[src/rtl/byte_fifo_pkg.sv]
// byte_fifo_pkg: shared defaults and pointer helper for byte_fifo.
//   DEFAULT_WIDTH / DEFAULT_DEPTH : default parameter values for byte_fifo
//   ptr_inc(ptr, depth)           : circular pointer increment, wraps depth-1 -> 0
package byte_fifo_pkg;

    localparam int DEFAULT_WIDTH = 8;
    localparam int DEFAULT_DEPTH = 4;

    // Explicit compare instead of modulo so non-power-of-two depths wrap correctly.
    function automatic int unsigned ptr_inc(input int unsigned ptr, input int unsigned depth);
        return (ptr == depth - 1) ? 32'd0 : ptr + 32'd1;
    endfunction

endpackage

[src/rtl/byte_fifo.sv]
// byte_fifo: synchronous first-word-fall-through FIFO with valid/ready handshake
// and sticky overflow/underflow flags.
//   clk        : single clock, all updates on posedge
//   reset      : synchronous active-high reset (pointers, count, flags)
//   in_data    : write data
//   in_valid   : producer offers in_data
//   in_ready   : FIFO not full
//   out_data   : head-of-queue word, 0 when empty
//   out_valid  : FIFO not empty
//   out_ready  : consumer takes out_data
//   count      : words stored, 0..DEPTH
//   overflow   : sticky, in_valid seen while full
//   underflow  : sticky, out_ready seen while empty
module byte_fifo
    import byte_fifo_pkg::*;
#(
    parameter int WIDTH = DEFAULT_WIDTH,
    parameter int DEPTH = DEFAULT_DEPTH,
    parameter int CW    = $clog2(DEPTH + 1)
) (
    input  logic             clk,
    input  logic             reset,
    input  logic [WIDTH-1:0] in_data,
    input  logic             in_valid,
    output logic             in_ready,
    output logic [WIDTH-1:0] out_data,
    output logic             out_valid,
    input  logic             out_ready,
    output logic [CW-1:0]    count,
    output logic             overflow,
    output logic             underflow
);

    localparam int PW = (DEPTH > 1) ? $clog2(DEPTH) : 1;

    logic [WIDTH-1:0] mem [DEPTH];
    logic [PW-1:0]    wr_ptr;
    logic [PW-1:0]    rd_ptr;
    logic             push;
    logic             pop;

    // Handshake decoded from registered count only: no input-to-output combinational path.
    assign in_ready  = (count != CW'(DEPTH));
    assign out_valid = (count != '0);
    assign push      = in_valid & in_ready;
    assign pop       = out_valid & out_ready;
    assign out_data  = out_valid ? mem[rd_ptr] : '0;

    // Storage is not reset; stale entries are never visible because out_data is gated by count.
    always_ff @(posedge clk) begin
        if (push && !reset) begin
            mem[wr_ptr] <= in_data;
        end
    end

    always_ff @(posedge clk) begin
        if (reset) begin
            wr_ptr    <= '0;
            rd_ptr    <= '0;
            count     <= '0;
            overflow  <= 1'b0;
            underflow <= 1'b0;
        end else begin
            if (push) begin
                wr_ptr <= PW'(ptr_inc(32'(wr_ptr), 32'(DEPTH)));
            end
            if (pop) begin
                rd_ptr <= PW'(ptr_inc(32'(rd_ptr), 32'(DEPTH)));
            end
            if (push && !pop) begin
                count <= count + 1'b1;
            end else if (pop && !push) begin
                count <= count - 1'b1;
            end
            if (in_valid && !in_ready) begin
                overflow <= 1'b1;
            end
            if (out_ready && !out_valid) begin
                underflow <= 1'b1;
            end
        end
    end

endmodule

[config.mk]
export PLATFORM = sky130hd
export DESIGN_NAME = byte_fifo
export DESIGN_NICKNAME = d
export VERILOG_FILES = /design/src/rtl/byte_fifo_pkg.sv /design/src/rtl/byte_fifo.sv
export SDC_FILE = /design/constraint.sdc
export NUM_CORES = 1
export LEC_CHECK = 0
export ABC_AREA = 0
export CORE_MARGIN = 2
export CORE_UTILIZATION = 50
export DETAILED_ROUTE_END_ITERATION = 10
export DONT_BUFFER_PORTS = 1
export PLACE_DENSITY = 0.65
export SLEW_MARGIN = 30
export SYNTH_ARGS = -nofsm -noshare
export SYNTH_HDL_FRONTEND = slang
export SYNTH_SLANG_ARGS = --single-unit
[constraint.sdc]
create_clock -name clk -period 4.5 [get_ports clk]
set_input_delay 0.9 -clock clk [delete_from_list [all_inputs] [get_ports clk]]
set_output_delay 0.9 -clock clk [all_outputs]
set_load 0.01 [all_outputs]
Word-level counts from Yosys, hierarchy flattened:

Memories as Yosys holds them, arrays and structs flattened. A register that Yosys moved wholly into a read port is not among the register bits.
Index checks and enable logic that the tools add are counted.

* register bits: 9
* RAM bits: 32
* bits of input ports: 12
* output and inout bits: 15
* word-level logic and storage cells: 36
* memories: 1

* $add $sub $neg: 4
* equality and inequality tests: 3
* muxes and demuxes: 9
* bitwise operators: 2
* reduce and logical (&&, ||, !) cells: 12

Memories
* mem: words 4, width 8, read ports 1, clocked after memory_dff 1, wr ports 1, line byte_fifo.sv:36 `logic [WIDTH-1:0] mem [DEPTH];`

Operators by type and width (count)
* $mux W2: 4
* $mux W8: 1
* $mux W3: 2
* $logic_and A1 B1 Y1: 5
* $logic_not A1 Y1: 5
* $add A2 B1 Y2 const B: 2
* $eq A2 B2 Y1 const B: 2
* $add A3 B1 Y3 const B: 1
* $ne A3 B3 Y1 const B: 1
* $reduce_bool A3 Y1: 1
* $sub A3 B1 Y3 const B: 1
* $and A1 B1 Y1: 2
* $mux W1: 2
* $reduce_bool A2 Y1: 1

Longest topological paths before layout:

Gate-level depths: netlist of run 1.

* depth in word-level cells: 6
* depth in mapped cells: 10
* depth with buffers taken out: 9

Worst setup path before layout of run 1:

OpenSTA, ideal clock, no wires.

* path type: input port to flip-flop
* start: input out_ready
* end: register count[2]
* library setup time: 71 ps
* arrival: 2353 ps
* path slack: 2076 ps
* stages: 7
* path buffers: 0
* cells stage by stage: o31ai_1 ha_1 inv_1 fa_1 xor2_1 or3_2 a21oi_1

* cells in the longest elaborated chain, start to end: 4
* elaborated cells on any way between the ends: 6
* classes of those cells: 1 x mux; 1 x bitwise; 4 x reduce/logical

Ends and longest elaborated chain
* start, declared: line byte_fifo.sv:28 `input logic out_ready,`
* $and A1 B1 Y1 (*): line byte_fifo.sv:46 `assign pop = out_valid & out_ready;`
* $logic_not A1 Y1: line byte_fifo.sv:70 `if (push && !pop) begin`
* $logic_and A1 B1 Y1: line byte_fifo.sv:70
* $mux W3 / $reduce_bool A2 Y1 (equally long branches)
* end signal, assigned: line byte_fifo.sv:71 `count <= count + 1'b1;`
* end signal, assigned: line byte_fifo.sv:73 `count <= count - 1'b1;`
* end, declared: line byte_fifo.sv:29 `output logic [CW-1:0] count,`

Every way passes the cells marked *; elsewhere a longest branch is shown, timed or not.
A chain may end at the register's enable or synchronous reset.

==> impl_metrics.env, run 1 <==
export IMPL_area_delta_synth_final_pct=8.50
export IMPL_worstMarginPinSlew_ps=748
export IMPL_worst_r2r_cell_count=7
export IMPL_clk_pin_slew_ps=120
export IMPL_cts_tree="done"
export IMPL_rsz0062_at_grt="false"
export IMPL_finalSetupViolations=0
export IMPL_hpwlAfterDp_um=1990
export IMPL_ioPinCount=27
export IMPL_numPlacedInstances=153
export IMPL_worstPathArrival_ps=1820
export IMPL_dr_first_iter_drc_count=32
export IMPL_finalWirelength_um=2820
export IMPL_worst_hold_path_endpoint="rd_ptr[0]"
export IMPL_r2r_start="count[0]"
export IMPL_clk_insertion_delay_late_ps=350
export IMPL_fin_nets=133
export IMPL_synthesis_area_um2=1770
export IMPL_syn_num_nets=126
export IMPL_ir_drop_mv=0.303
export IMPL_worst_setup_path_end_kind="output port"
export IMPL_via_count=880
export IMPL_drive_above_1_share=0.226
export IMPL_cp_start_kind="register"
export IMPL_cts_buffers=5
export IMPL_port_buffers=0
export IMPL_grt_pass1_vias=909
export IMPL_firstDrtPassIters=4
export IMPL_cts_path_max_buffers=2
export IMPL_cts_resized=0
export IMPL_grt_overflow=0
export IMPL_dieArea_um2=4020
export IMPL_grt_max_degree=15
export IMPL_final_setup_tns_ps=0
export IMPL_num_antenna_cells=0
export IMPL_wl_per_cell_um=17.5
export IMPL_min_period_over_period=0.605
export IMPL_rows=21
export IMPL_hold_depth=2
export IMPL_finalNonFillerCells=161
export IMPL_clock_sink_count=43
export IMPL_fp_dieW_um=63.4
export IMPL_synth_seq_area_share=0.669
export IMPL_fillers=277
export IMPL_dieHeight_um=63.4
export IMPL_p_leak_uw=0.000675
export IMPL_drc_errors=0
export IMPL_min_from="rd_ptr[0]"
export IMPL_final_max_slew_viol_count=0
export IMPL_ant_nets=0
export IMPL_slew_headroom=0.500
export IMPL_fmax_mhz=367
export IMPL_post_cts_buffers=0
export IMPL_period_minus_slack_ps=2720
export IMPL_path_class="register to output port"
export IMPL_drv_cap=0
export IMPL_rr_endpoint="count[2]"
export IMPL_gp_congestion=0.744
export IMPL_cts_hold_buf=0
export IMPL_r2r_slack_ps=1940
export IMPL_antenna_found_initial=0
export IMPL_ys_ff_latch=43
export IMPL_status="completed"
export IMPL_skew_ps=10.4
export IMPL_avgViaCountPerCell=5.47
export IMPL_yosysWarnings=0
export IMPL_power_density_nw_per_um2=550
export IMPL_finalHoldViolCount=0
export IMPL_hold_path_class="register to register"
export IMPL_clockRootBuffer="clkbuf_4"
export IMPL_ys_types=30
export IMPL_initial_core_util=0.525
export IMPL_avgSynthCellArea_um2=16.5
export IMPL_track_usage=0.157
export IMPL_design_core_area_um2=3360
export IMPL_synthCells=107
export IMPL_crit_fanout=8
export IMPL_grt_pass1_wl_um=4490
export IMPL_crit_required_ps=3600
export IMPL_htree_levels=2
sequential cells by signal (all words and copies together), names as in the netlist, named ones only:
register,count
underflow,1
mem,32
wr_ptr,2
rd_ptr,2
overflow,1
count,3
Yosys cell counts (all sizes together):
| cell | instances | area (um2) |
|---|---|---|
| a21o | 1 | 7.51 |
| o31ai | 2 | 20.0 |
| a21oi | 4 | 23.8 |
| nor2 | 6 | 22.5 |
| dfxtp | 11 | 220 |
| ha | 6 | 75.1 |
| xor2 | 2 | 17.5 |
| nand2 | 2 | 15.0 |
| nor2b | 3 | 18.8 |
| nand3 | 2 | 10.0 |
| nor3b | 4 | 30.0 |
| and2b | 5 | 37.5 |
| o21ai | 1 | 5.00 |
| or3b | 1 | 8.76 |
| or3 | 2 | 13.8 |
| inv | 5 | 18.8 |
| mux2i | 2 | 20.0 |
| buf | 2 | 16.3 |
| edfxtp | 32 | 961 |
| clkbuf | 2 | 7.51 |
| mux4 | 8 | 180 |
| a31oi | 1 | 6.26 |
| nor3 | 2 | 10.0 |
| fa | 1 | 20.0 |
cell families (layout without fill, tap and decap cells):
kind of cell    after synthesis  in the layout  synth area share
buf+inv                       9             17            0.0241
mux                          10             10             0.113
compound gates                9              9            0.0354
simple gates                 27             27            0.0943
fa+ha+maj                     7              7            0.0539
xor+xnor                      2              2           0.00992
flops                        43             43             0.669
power breakdown:
part / total [uW] / internal [uW] / switching, uW
registers: 536 / 471 / 64.5
logic: 290 / 134 / 156
clock network: 228 / 109 / 118
total: 1050 / 714 / 339
routing by layer:
metal / part of all wire / up-vias / track usage
li1: - / 416 / -
met1: 0.44 / 436 / 0.197
met2: 0.49 / 22 / 0.243
met3: 0.053 / 6 / 0.0679
met4: 0.020 / 0 / 0.0571
met5: 0 / - / 0
how the worst max path moves through the flow:
| stage | startpoint | end | slack (ps) | cells past startpoint |
|---|---|---|---|---|
| 2_1_floorplan | out_ready | count[2] | 2080 | 7 |
| 3_3_place_gp | count[0] | out_data[7] | 1930 | 2 |
| 3_5_place_dp | out_ready | count[2] | 1940 | 7 |
| 4_1_cts | register | out_data[1] | 1720 | 2 |
| 5_1_grt | register | out_data[7] | 1660 | 2 |
| 6_report | register | out_data[1] | 1780 | 2 |
cell usage in the layout, fill, tap and decap left out, types with 2 or more instances in the layout:
cell type	n
ha_1	6
clkbuf_4	5
nor3b_1	4
nor2_1	6
a21oi_1	3
edfxtp_1	32
mux2i_1	2
xor2_1	2
and2b_1	5
buf_4	4
nand3_1	2
inv_1	4
nor2b_1	3
mux4_2	8
dfxtp_1	11
per-stage QoR:
| step | hold slack [ps] | total power, uW | instance area [um2] | util | setup slack, ps |
|---|---|---|---|---|---|
| 2_1_floorplan | 463 | 779 | 1770 | - | 2080 |
| 3_3_place_gp | 469 | 827 | 1830 | 0.544 | 1930 |
| 3_5_place_dp | 503 | 840 | 1830 | 0.545 | 1940 |
| 4_1_cts | 523 | 1070 | 1920 | 0.570 | 1720 |
| 5_1_grt | 555 | 1120 | 1920 | 0.570 | 1660 |
| 6_report | 527 | 1050 | 1920 | 0.570 | 1780 |
worst max-delay path: stages, from the launching register on:
cell     delay, ps
dfxtp_1        690
mux4_2         580
and2b_1        210
area by class of cell:
class / instances / area [um2] / share of cell area
inverter: 5 / 18.8 / 0.00980
timing repair buffer: 4 / 30.0 / 0.0157
clock buffer: 7 / 76.3 / 0.0398
tap: 46 / 57.6 / 0.0300
clock inverter: 1 / 5.00 / 0.00261
multi-input combinational: 55 / 547 / 0.285
sequential: 43 / 1180 / 0.617
No activity file was read; power rests on OpenSTA's default activity.
==> run 2, diff against run 1 <==
- clock period: 4.5 -> 2.7 ns (I/O delays scaled with it)
==> run 2 against run 1 <==
Against the previous run:
- final cell count increased by 2.5%
- die area did not move
- flip-flop and latch count unchanged
- first-iteration DRC count grew 16%
- clock-buffer cell count unchanged
- critical endpoint is now count[2]
==> impl_metrics.env, run 2 (synthesis gave the netlist of run 1 again) <==
export IMPL_largestRegisters="mem (32), count (3)"
export IMPL_track_usage=0.154
export IMPL_cp_start_kind="register"
export IMPL_path_class="register to register"
export IMPL_final_max_slew_viol_count=0
export IMPL_finalWirelength_um=2760
export IMPL_min_period_over_period=0.905
export IMPL_design_core_area_um2=3360
export IMPL_final_setup_tns_ps=0
export IMPL_r2r_slack_ps=260
export IMPL_cts_hold_buf=0
export IMPL_drc_errors=0
export IMPL_cts_resized=0
export IMPL_ir_drop_mv=0.550
export IMPL_avgViaCountPerCell=5.45
export IMPL_setup_ws_ps=257
export IMPL_cts_buffers=5
export IMPL_crit_fanout=7
export IMPL_dr_first_iter_drc_count=37
export IMPL_antenna_found_initial=0
export IMPL_clk_pin_slew_ps=110
export IMPL_clk_insertion_delay_late_ps=340
export IMPL_htree_levels=2
export IMPL_mostFrequentLayoutCell="edfxtp_1"
export IMPL_worst_setup_path_end_kind="register"
export IMPL_skew_ps=5.91
export IMPL_initial_core_util=0.525
export IMPL_slew_headroom=0.638
export IMPL_post_cts_buffers=0
export IMPL_dieHeight_um=63.4
export IMPL_rows=21
export IMPL_r2r_start="count[0]"
export IMPL_grt_max_degree=15
export IMPL_worstPathArrival_ps=2720
export IMPL_power_density_nw_per_um2=917
export IMPL_dieArea_um2=4020
export IMPL_worst_hold_path_endpoint="wr_ptr[1]"
export IMPL_ant_nets=0
export IMPL_totalPowerFinal_uw=1770
export IMPL_clock_sink_count=43
export IMPL_hold_path_class="primary input to register"
export IMPL_cts_path_max_buffers=2
export IMPL_gp_congestion=0.697
export IMPL_area_delta_synth_final_pct=9.57
export IMPL_rsz0062_at_grt="false"
export IMPL_cts_tree="done"
export IMPL_fmax_mhz=409
export IMPL_finalHoldViolCount=0
export IMPL_largest_register="mem"
export IMPL_most_common_layout_cells="edfxtp_1, dfxtp_1, mux4_2, buf_4"
export IMPL_ioPinCount=27
export IMPL_port_buffers=0
export IMPL_status="completed"
export IMPL_period_minus_slack_ps=2440
export IMPL_largest_register_ffs=32
export IMPL_wl_per_cell_um=16.7
export IMPL_firstDrtPassIters=4
export IMPL_grt_pass1_vias=974
export IMPL_cp_startpoint="count[0]"
export IMPL_grt_pass1_wl_um=4530
export IMPL_via_count=899
export IMPL_worstMarginPinSlew_ps=542
export IMPL_worst_r2r_cell_count=9
export IMPL_crit_required_ps=2980
export IMPL_p_leak_uw=0.000687
export IMPL_fp_dieW_um=63.4
export IMPL_fillers=284
export IMPL_num_antenna_cells=0
export IMPL_drv_cap=0
export IMPL_clockRootBuffer="clkbuf_4"
export IMPL_place_ws_ps=299
export IMPL_min_from="reset"
export IMPL_drive_above_1_share=0.227
export IMPL_fin_nets=137
export IMPL_hold_depth=1
export IMPL_hpwlAfterDp_um=1940
export IMPL_rr_endpoint="count[2]"
export IMPL_finalSetupViolations=0
export IMPL_grt_overflow=0
## run 2: cell types whose count changed in the layout (fill, tap and decap cells not counted)
cell	change
nor3_2	-1
clkbuf_8	-1
clkbuf_16	-1
buf_4	+4
bufinv_16	+1
clkbuf_1	+2
nor3_1	+1
clkinv_2	-1
## run 2: layer usage
layer | GRT usage | up-vias | share of wire
met4 | 0.0489 | 0 | 0.011
li1 | - | 424 | -
met3 | 0.0589 | 5 | 0.059
met5 | 0 | - | 0
met2 | 0.267 | 23 | 0.51
met1 | 0.176 | 447 | 0.42
## run 2: worst max-delay path by stage
| stage | end | slack (ps) | cells after the start |
|---|---|---|---|
| floorplan | count[2] | 460 | 7 |
| global placement | count[2] | 330 | 9 |
| detailed placement | count[2] | 300 | 9 |
| CTS | count[2] | 260 | 9 |
| global route | count[2] | 90 | 9 |
| finish | count[2] | 260 | 9 |
## run 2: worst max-delay path, stage by stage, from the launching register on
cell	delay, ps
dfxtp_1	540
or3b_1	350
nand2_4	100
inv_2	80
ha_1	180
inv_1	60
fa_1	370
xor2_1	160
or3_2	400
a21oi_1	140
## run 2: per-stage QoR
step / cells / hold WS, ps / util / cell area [um2]
after floorplan: 107 / 463 / - / 1770
after detailed placement: 157 / 494 / 0.553 / 1860
final: 165 / 248 / 0.575 / 1930
after global routing: 165 / 218 / 0.575 / 1930
after global placement: 157 / 467 / 0.553 / 1860
after CTS: 165 / 226 / 0.575 / 1930
## run 2: cell type report
cell class	count	area (um2)	area share
clock inverter	1	30.0	0.0155
timing repair buffer	8	60.1	0.0310
inverter	5	18.8	0.00970
sequential	43	1180	0.611
multi-input combinational	55	542	0.280
clock buffer	7	45.0	0.0233
tap	46	57.6	0.0298
## run 2: power by group
part	switching, uW	leakage [uW]	internal [uW]
Combinational	260	0.000267	244
Clock	184	0.0000395	197
Sequential	103	0.000381	785
Total	547	0.000687	1230
